==> src/rtl/lfsr_gen.sv <==
// lfsr_gen: parametrised Fibonacci LFSR pseudo-random source.
//
// Each "advance" applies STEPS chained single shifts in one cycle:
//   fb = XOR of tap bits, q_next = {q[W-2:0], fb}.
// The all-zero state is unreachable: loading a zero seed substitutes SEED
// and pulses err. A counted burst mode advances once per cycle for cnt
// cycles with a busy/done handshake.
//
// Handshake: start is a single-cycle request sampled on the rising edge
// together with cnt. It is accepted only while busy is low. busy is high for
// exactly cnt cycles after the accepting edge. done is a one-cycle pulse in
// the cycle after busy falls. load always wins and aborts a burst without
// done.
//
// Ports:
//   clk        rising-edge clock
//   rst        asynchronous, active-low reset
//   enb        free-run enable (one advance per cycle while idle)
//   load       load seed_in on the next edge (SEED if seed_in is zero)
//   seed_in    runtime seed, W bits
//   start      burst request, sampled with cnt
//   cnt        burst length in advances, CW bits
//   q          current LFSR state
//   busy       burst in progress
//   done       one-cycle pulse at burst completion
//   err        one-cycle pulse when a zero seed was rejected
//   fsm_state  debug view of the burst FSM (0 = IDLE, 1 = RUN)
module lfsr_gen #(
  parameter int          W     = 32,
  parameter logic [W-1:0] SEED = {{(W-1){1'b0}}, 1'b1},
  parameter int          STEPS = 1,
  parameter int          CW    = 16
) (
  input  logic          clk,
  input  logic          rst,
  input  logic          enb,
  input  logic          load,
  input  logic [W-1:0]  seed_in,
  input  logic          start,
  input  logic [CW-1:0] cnt,
  output logic [W-1:0]  q,
  output logic          busy,
  output logic          done,
  output logic          err,
  output logic          fsm_state
);

  // Parameter legality is checked at elaboration.
  if (!(W == 8 || W == 16 || W == 24 || W == 32 || W == 64)) begin : g_bad_w
    $error("lfsr_gen: W must be 8, 16, 24, 32 or 64");
  end
  if (SEED == '0) begin : g_bad_seed
    $error("lfsr_gen: SEED must be nonzero");
  end
  if (STEPS < 1 || STEPS > W) begin : g_bad_steps
    $error("lfsr_gen: STEPS must be in 1..W");
  end

  // Tap masks: bit n (1-indexed) of the tap list is mask bit n-1.
  function automatic logic [63:0] tap_mask_f(input int w);
    case (w)
      8:       return 64'h0000_0000_0000_00B8; // 8,6,5,4
      16:      return 64'h0000_0000_0000_D008; // 16,15,13,4
      24:      return 64'h0000_0000_00E1_0000; // 24,23,22,17
      32:      return 64'h0000_0000_8020_0003; // 32,22,2,1
      64:      return 64'hD800_0000_0000_0000; // 64,63,61,60
      default: return 64'h0;
    endcase
  endfunction

  localparam logic [63:0]  TAP_ALL  = tap_mask_f(W);
  localparam logic [W-1:0] TAP_MASK = TAP_ALL[W-1:0];

  // STEPS single shifts unrolled into one combinational advance.
  function automatic logic [W-1:0] advance(input logic [W-1:0] s);
    logic [W-1:0] r;
    r = s;
    for (int i = 0; i < STEPS; i++) begin
      r = {r[W-2:0], ^(r & TAP_MASK)};
    end
    return r;
  endfunction

  typedef enum logic { IDLE = 1'b0, RUN = 1'b1 } state_t;

  state_t        state;
  logic [CW-1:0] remaining;
  logic [W-1:0]  q_adv;

  always_comb begin
    q_adv = advance(q);
  end

  assign fsm_state = state;

  always_ff @(posedge clk or negedge rst) begin
    if (!rst) begin
      state     <= IDLE;
      q         <= SEED;
      remaining <= '0;
      busy      <= 1'b0;
      done      <= 1'b0;
      err       <= 1'b0;
    end else begin
      // Pulses last exactly one cycle unless re-asserted below.
      done <= 1'b0;
      err  <= 1'b0;
      if (load) begin
        // Load aborts any burst; no done is produced for an aborted burst.
        if (seed_in == '0) begin
          q   <= SEED;
          err <= 1'b1;
        end else begin
          q <= seed_in;
        end
        state     <= IDLE;
        busy      <= 1'b0;
        remaining <= '0;
      end else if (state == RUN) begin
        // One advance per busy cycle; enb and start are ignored here.
        q         <= q_adv;
        remaining <= remaining - CW'(1);
        if (remaining == CW'(1)) begin
          state <= IDLE;
          busy  <= 1'b0;
          done  <= 1'b1;
        end
      end else if (start) begin
        if (cnt == '0) begin
          // Empty burst: no advance, completion reported immediately.
          done <= 1'b1;
        end else begin
          state     <= RUN;
          busy      <= 1'b1;
          remaining <= cnt;
        end
      end else if (enb) begin
        q <= q_adv;
      end
    end
  end

endmodule

==> config.mk <==
export PLATFORM = sky130hd
export DESIGN_NAME = lfsr_gen
export DESIGN_NICKNAME = d
export VERILOG_FILES = /design/src/rtl/lfsr_gen.sv
export SDC_FILE = /design/constraint.sdc
export NUM_CORES = 1
export LEC_CHECK = 0
export ABC_CLOCK_PERIOD_IN_PS = 3600
export CAP_MARGIN = 10
export CORE_ASPECT_RATIO = 0.6
export CORE_MARGIN = 2
export CORE_UTILIZATION = 53
export DETAILED_ROUTE_END_ITERATION = 8
export DONT_BUFFER_PORTS = 1
export HOLD_SLACK_MARGIN = 0.03
export PLACE_DENSITY = 0.68
export SLEW_MARGIN = 10
export SYNTH_ARGS = -nofsm -noshare
export SYNTH_HDL_FRONTEND = slang
export SYNTH_SLANG_ARGS = --single-unit
==> constraint.sdc <==
create_clock -name clk -period 3.6 [get_ports clk]
set_input_delay 0.36 -clock clk [delete_from_list [all_inputs] [get_ports clk]]
set_output_delay 0.36 -clock clk [all_outputs]
set_load 0.03 [all_outputs]
==> results of run 1 <==
area by class of cell:
type                    count  area (um2)  share of cell area [%]
clock buffers               7       76.32                   2.466
clock inverters             1       30.03                  0.9701
inverters                   5       18.77                  0.6063
multi-input cells         226        1533                   49.51
flip-flops and latches     52        1303                   42.08
well taps                  66       82.58                   2.668
repair buffers              4       52.55                   1.698
path summary, 6_finish.rpt:
kind                            slack, ns  cells after the start       endpoint          from
max in group asynchronous            2.75                      2           q[0]           rst
worst max register to register       1.75                      7  remaining[10]  remaining[1]
min in group asynchronous            0.56                      2   remaining[8]           rst
worst min register to register       0.55                      1   remaining[0]  remaining[0]
worst min-delay path                 0.12                      1   remaining[0]          load
worst max-delay path                 1.75                      7  remaining[10]  remaining[1]
what timing repair did:
| item | 4_1_cts | 5_1_grt |
|---|---|---|
| hold endpoints to repair | 52 | 0 |
| endpoints found under the setup margin | 0 | 0 |
| hold buffers | 2 | 0 |
| buffers inserted | 0 | 0 |
registers in the layout, indices dropped and copies added (netlist names):
| name | count |
|---|---|
| q | 32 |
| remaining | 16 |
| busy | 1 |
| err | 1 |
| fsm_state | 1 |
| done | 1 |
cells in the mapped netlist (2+ instances only):
master	n	area (um2)
a211o_1	2	17.52
a211oi_1	18	135.1
a211oi_2	3	37.54
a21oi_1	36	180.2
and2_1	4	25.02
and3_1	7	43.79
buf_2	5	25.02
clkbuf_1	11	41.29
dfrtp_1	51	1276
ha_1	2	25.02
inv_1	5	18.77
mux2_1	2	22.52
mux2_2	2	22.52
mux2i_1	30	300.3
nand2_1	17	63.81
nand2b_1	2	12.51
nand3_1	2	10.01
nand3b_1	2	15.01
nand4_1	3	18.77
nor2_1	42	157.7
nor3_1	7	35.03
nor3_2	2	20.02
nor4_1	9	56.30
nor4_2	3	37.54
nor4_4	3	63.81
xnor2_1	12	105.1
xor2_1	3	26.28
power by group through the flow:
| stage | logic (uW) | registers, uW | clock network, uW |
|---|---|---|---|
| floorplan | 237 | 874 | 0 |
| global placement | 253 | 899 | 0 |
| detailed placement | 259 | 901 | 0 |
| CTS | 276 | 889 | 409 |
| global route | 308 | 902 | 434 |
| finish | 274 | 889 | 394 |
routing by layer:
metal	global-route usage, %	vias to the layer above
li1	-	1066
met1	35.53	1056
met2	28.19	86
met3	6.823	2
met4	4.501	0
met5	0	-
layout by cell type, fill, tap and decap left out, drive strengths merged, types with 5 or more instances in the layout:
cell type	n
inv	5
nor2	42
nor4	15
nand2	18
mux2i	30
clkbuf	7
a211oi	21
nor3	9
dfrtp	51
xnor2	12
and3	7
a21oi	36
cells by family after synthesis:
group                    after synthesis
AND/OR/NAND/NOR                      110
AO/OA/AOI/OAI                         65
flip-flops                            52
multiplexers                          34
buffers and inverters                 24
XOR/XNOR                              15
adder cells (fa/ha/maj)                2
through the flow:
stage	power, uW	util [%]	cell area (um2)	hold WS (ns)	instances
floorplan	1111	-	2954	0.06441	302
CTS	1575	59.47	3095	0.1033	361
finish	1558	59.47	3095	0.1238	361
detailed placement	1159	56.71	2952	0.06542	351
global placement	1152	56.71	2952	0.06536	351
global route	1644	59.47	3095	0.08503	361
==> flow_metrics.env, run 1 <==
export IMPL_fillers=447
export IMPL_worstPathMaxFanout=5
export IMPL_cts_root_buf="clkbuf_8"
export IMPL_grt_overflow=0
export IMPL_syn_inst=302
export IMPL_clk_path_buf_depth=2
export IMPL_met1Wirelength_um=3358
export IMPL_area_growth_pct=4.786
export IMPL_drive_gt1_share_pct=9.492
export IMPL_clock_sinks=52
export IMPL_dr_pass1_iters=4
export IMPL_routed_wl_um=6761
export IMPL_wl_per_cell_um=18.73
export IMPL_required_ns=3.80
export IMPL_setup_violations_final=0
export IMPL_comb_power_share_pct=17.6
export IMPL_htree_levels=2
export IMPL_arrival_ns=2.04
export IMPL_status="complete, no violations"
export IMPL_powerDensity_nw_per_um2=503.2
export IMPL_ir_drop_mv=0.2746
export IMPL_worstSkewPairLatency_ns=0.29
export IMPL_timing_critical_path_slowest_cell_delay_ns=0.41
export IMPL_synth_avg_cell_area_um2=9.782
export IMPL_netSwitchingPower_uw=552.2
export IMPL_setup_ws_ns=1.755
export IMPL_rsz0062_at_grt="false"
export IMPL_intPower_uw=1005
export IMPL_drc=0
export IMPL_post_place_ws_ns=1.489
export IMPL_slew_headroom_pct=54.28
export IMPL_cp_top_family="simple AND/OR/NAND/NOR gates"
export IMPL_yosysSeqAreaShare_pct=44.09
export IMPL_port_buffer_count=0
export IMPL_synth_area_mux_share_pct=11.69
export IMPL_dr_first_iter_drc_count=110
export IMPL_fin_nets=349
export IMPL_clk_pin_slew_worst_paths_ns=0.09
export IMPL_syn_nets=357
export IMPL_synthDistinctLibCells=44
export IMPL_die_h_um=61.83
export IMPL_ant_nets=0
export IMPL_met2_length_um=2708
export IMPL_start_util_pct=56.75
export IMPL_syn_area_um2=2954
export IMPL_power_leakage_uw=0.001262
export IMPL_ys_seq_elements=52
export IMPL_slew_violations=0
export IMPL_cts_tree="yes"
export IMPL_slowest_stage="dfrtp_1"
export IMPL_cp_cell_sequence="inv_1 > ha_1 > nor3b_2 > nand2_2 > nor3b_1 > xnor2_1 > a211oi_1"
export IMPL_die_area_um2=6207
export IMPL_ys_warn_count=0
export IMPL_synth_xor_area_share_pct=4.447
export IMPL_cts_resized=0
export IMPL_grt_pass1_vias=2045
export IMPL_coreArea_um2=5205
export IMPL_grt_start_max_net_pins=56
export IMPL_viasPerCell=6.122
export IMPL_synth_compound_area_share_pct=14.02
export IMPL_ios=89
export IMPL_min_path_type="in2reg"
export IMPL_topRoutingLayerUsed="met4"
export IMPL_antenna_found_initial=0
export IMPL_cp_end_kind="flop"
export IMPL_grt_pass1_wl_um=10450
export IMPL_synth_fa_ha_area_share_pct=0.8471
export IMPL_met3WireLength_um=681
export IMPL_swShare_pct=35.46
export IMPL_finalCritPeriodShare_pct=51.25
export IMPL_drv_cap=0
export IMPL_gp_congestion=0.9055
export IMPL_dieWidth_um=100.4
export IMPL_hold_viol_final=0
export IMPL_synth_top_family_by_area="simple AND/OR/NAND/NOR gates"
export IMPL_synth_edff_count=0
export IMPL_cts_made_buffers=5
export IMPL_sequentialPowerShare_pct=57.1
export IMPL_tns_ns=0
export IMPL_crit_type="reg2reg"
export IMPL_track_usage_pct=22.05
export IMPL_ys_flop_type="dfrtp_1"
export IMPL_dr_total_vias=2210
export IMPL_synthSimpleGateAreaFrac_pct=20.84
export IMPL_worst_pin_slew_ns=0.6858
export IMPL_clock_skew_ns=0.006717
export IMPL_startpoint_type="flop"
export IMPL_finalCriticalPeriod_ns=1.845
export IMPL_async_reset_ff_share_pct=100.0
export IMPL_dp_hpwl_um=4878
export IMPL_max_freq_mhz=542.0
export IMPL_p_clk_share_pct=25.3
export IMPL_rows=20
export IMPL_crit_buf_inv=1
export IMPL_antennaDiodeCount=0
No activity file was read; power rests on OpenSTA's default activity.
==> run 2: changes to the inputs <==
- ABC_CLOCK_PERIOD_IN_PS: 3600 -> 1800
- clock period: 3.6 -> 1.8 ns (I/O delays scaled with it)
==> run 2 against run 1 <==
  * Sequential power up 98%
  * Hold slack worse by 0.061 ns
  * Power rose by 97%
  * Maximum frequency increased by 9.6%
  * Die area stayed put
  * Critical path type unchanged
==> flow_metrics.env, run 2 (synthesis results as in run 1) <==
export IMPL_cts_root_buf="clkbuf_8"
export IMPL_viasPerCell=6.120
export IMPL_worstPathMaxFanout=5
export IMPL_tns_ns=0
export IMPL_dr_pass1_iters=4
export IMPL_startpoint_type="flop"
export IMPL_timing_critical_path_slowest_cell_delay_ns=0.40
export IMPL_clock_sinks=52
export IMPL_slowest_stage="dfrtp_1"
export IMPL_min_path_type="in2reg"
export IMPL_layout_commonest_cell="dfrtp_1"
export IMPL_arrival_ns=1.90
export IMPL_grt_start_max_net_pins=53
export IMPL_cts_tree="yes"
export IMPL_drc=0
export IMPL_required_ns=2.02
export IMPL_ios=89
export IMPL_gp_congestion=0.8249
export IMPL_post_place_ws_ns=0.05036
export IMPL_largest_reg_flops=32
export IMPL_power_leakage_uw=0.001322
export IMPL_clock_skew_ns=0.01017
export IMPL_top_regs="q x32, remaining x16"
export IMPL_worstSkewPairLatency_ns=0.30
export IMPL_port_buffer_count=0
export IMPL_grt_overflow=0
export IMPL_rows=20
export IMPL_grt_pass1_vias=2142
export IMPL_htree_levels=2
export IMPL_dieWidth_um=100.4
export IMPL_cp_end_kind="flop"
export IMPL_setup_violations_final=0
export IMPL_dr_total_vias=2289
export IMPL_finish_utilization_pct=61.63
export IMPL_crit_type="reg2reg"
export IMPL_max_freq_mhz=593.8
export IMPL_antennaDiodeCount=0
export IMPL_die_area_um2=6207
export IMPL_setup_ws_ns=0.1159
export IMPL_slew_headroom_pct=40.72
export IMPL_fin_cells=374
export IMPL_wl_per_cell_um=18.89
export IMPL_die_h_um=61.83
export IMPL_status="complete, no violations"
export IMPL_fillers=454
export IMPL_clk_pin_slew_worst_paths_ns=0.10
export IMPL_cp_cell_sequence="inv_1 > ha_1 > nor3b_4 > nand2_2 > nor4_2 > xnor2_1 > a211oi_2"
export IMPL_hold_viol_final=0
export IMPL_finalCriticalPeriod_ns=1.684
export IMPL_area_growth_pct=8.598
export IMPL_dr_first_iter_drc_count=92
export IMPL_final_cell_mix="dfrtp_1 (51), nor2_1 (42), a21oi_1 (36)"
export IMPL_start_util_pct=56.75
export IMPL_worst_pin_slew_ns=0.8863
export IMPL_drv_cap=0
export IMPL_ant_nets=0
export IMPL_track_usage_pct=22.53
export IMPL_routed_wl_um=7065
export IMPL_ir_drop_mv=0.4791
export IMPL_dp_hpwl_um=5113
export IMPL_regMostFlops="q"
export IMPL_drive_gt1_share_pct=13.96
export IMPL_slew_violations=0
export IMPL_finalCritPeriodShare_pct=93.56
export IMPL_grt_pass1_wl_um=10650
export IMPL_coreArea_um2=5205
export IMPL_clk_path_buf_depth=2
export IMPL_powerDensity_nw_per_um2=954.7
export IMPL_hold_worst_slack_ns=0.06265
export IMPL_antenna_found_initial=0
export IMPL_fin_nets=362
export IMPL_cts_made_buffers=5
export IMPL_post_place_cells=362
## run 2: area by class of cell
cell class | count | area [um2] | area share (%)
Clock inverter | 2 | 16.27 | 0.5070
Clock buffer | 6 | 72.57 | 2.262
Sequential cell | 52 | 1303 | 40.60
Timing Repair Buffer | 17 | 165.2 | 5.148
Multi-Input combinational cell | 226 | 1550 | 48.32
Tap cell | 66 | 82.58 | 2.574
Inverter | 5 | 18.77 | 0.5850
## run 2: critical path, delay by kind of cell (launching register included)
family,cells,cell delay (ns)
and+or+nand+nor,3,0.55
DFF,1,0.40
AOI/OAI and AO/OA,1,0.24
adders and majority gates,1,0.20
xor gates and xnor gates,1,0.12
buffers and inverters,1,0.10
## run 2: metrics by stage
| step | instance area (um2) | total power, uW |
|---|---|---|
| after global routing | 3208 | 3222 |
| after floorplan | 2954 | 2221 |
| after global placement | 3047 | 2342 |
| after CTS | 3183 | 3068 |
| final | 3208 | 3063 |
| after detailed placement | 3047 | 2357 |
## run 2: repair_timing
item / CTS / global route
setup buffers: 0 / 1
hold buffers: 3 / 0
gates resized for setup: 0 / 3
endpoints found under the hold margin: 71 / 0
setup endpoints to repair: 0 / 4
## run 2: power by group
part / internal, uW / switching [uW]
Combinational: 307 / 326
Clock: 278 / 391
Sequential: 1330 / 431
Total: 1910 / 1150
## run 2: metal layers
metal / vias up / wire [um] / GRT usage (%)
met1: 1117 / 3668 / 35.31
met4: 0 / 22 / 3.523
li1: 1095 / - / -
met5: - / 0 / 0
met3: 2 / 485 / 6.152
met2: 75 / 2888 / 31.54
## run 2: worst paths after layout
check	depth (start not counted)	slack, ns	start	endpoint
worst max-delay path	7	0.12	remaining[1]	remaining[14]
worst min-delay path	2	0.06	load	busy
worst max register to register	7	0.12	remaining[1]	remaining[14]
worst min register to register	2	0.63	remaining[15]	remaining[15]
max in group asynchronous	2	1.15	rst	q[0]
min in group asynchronous	2	0.38	rst	q[20]
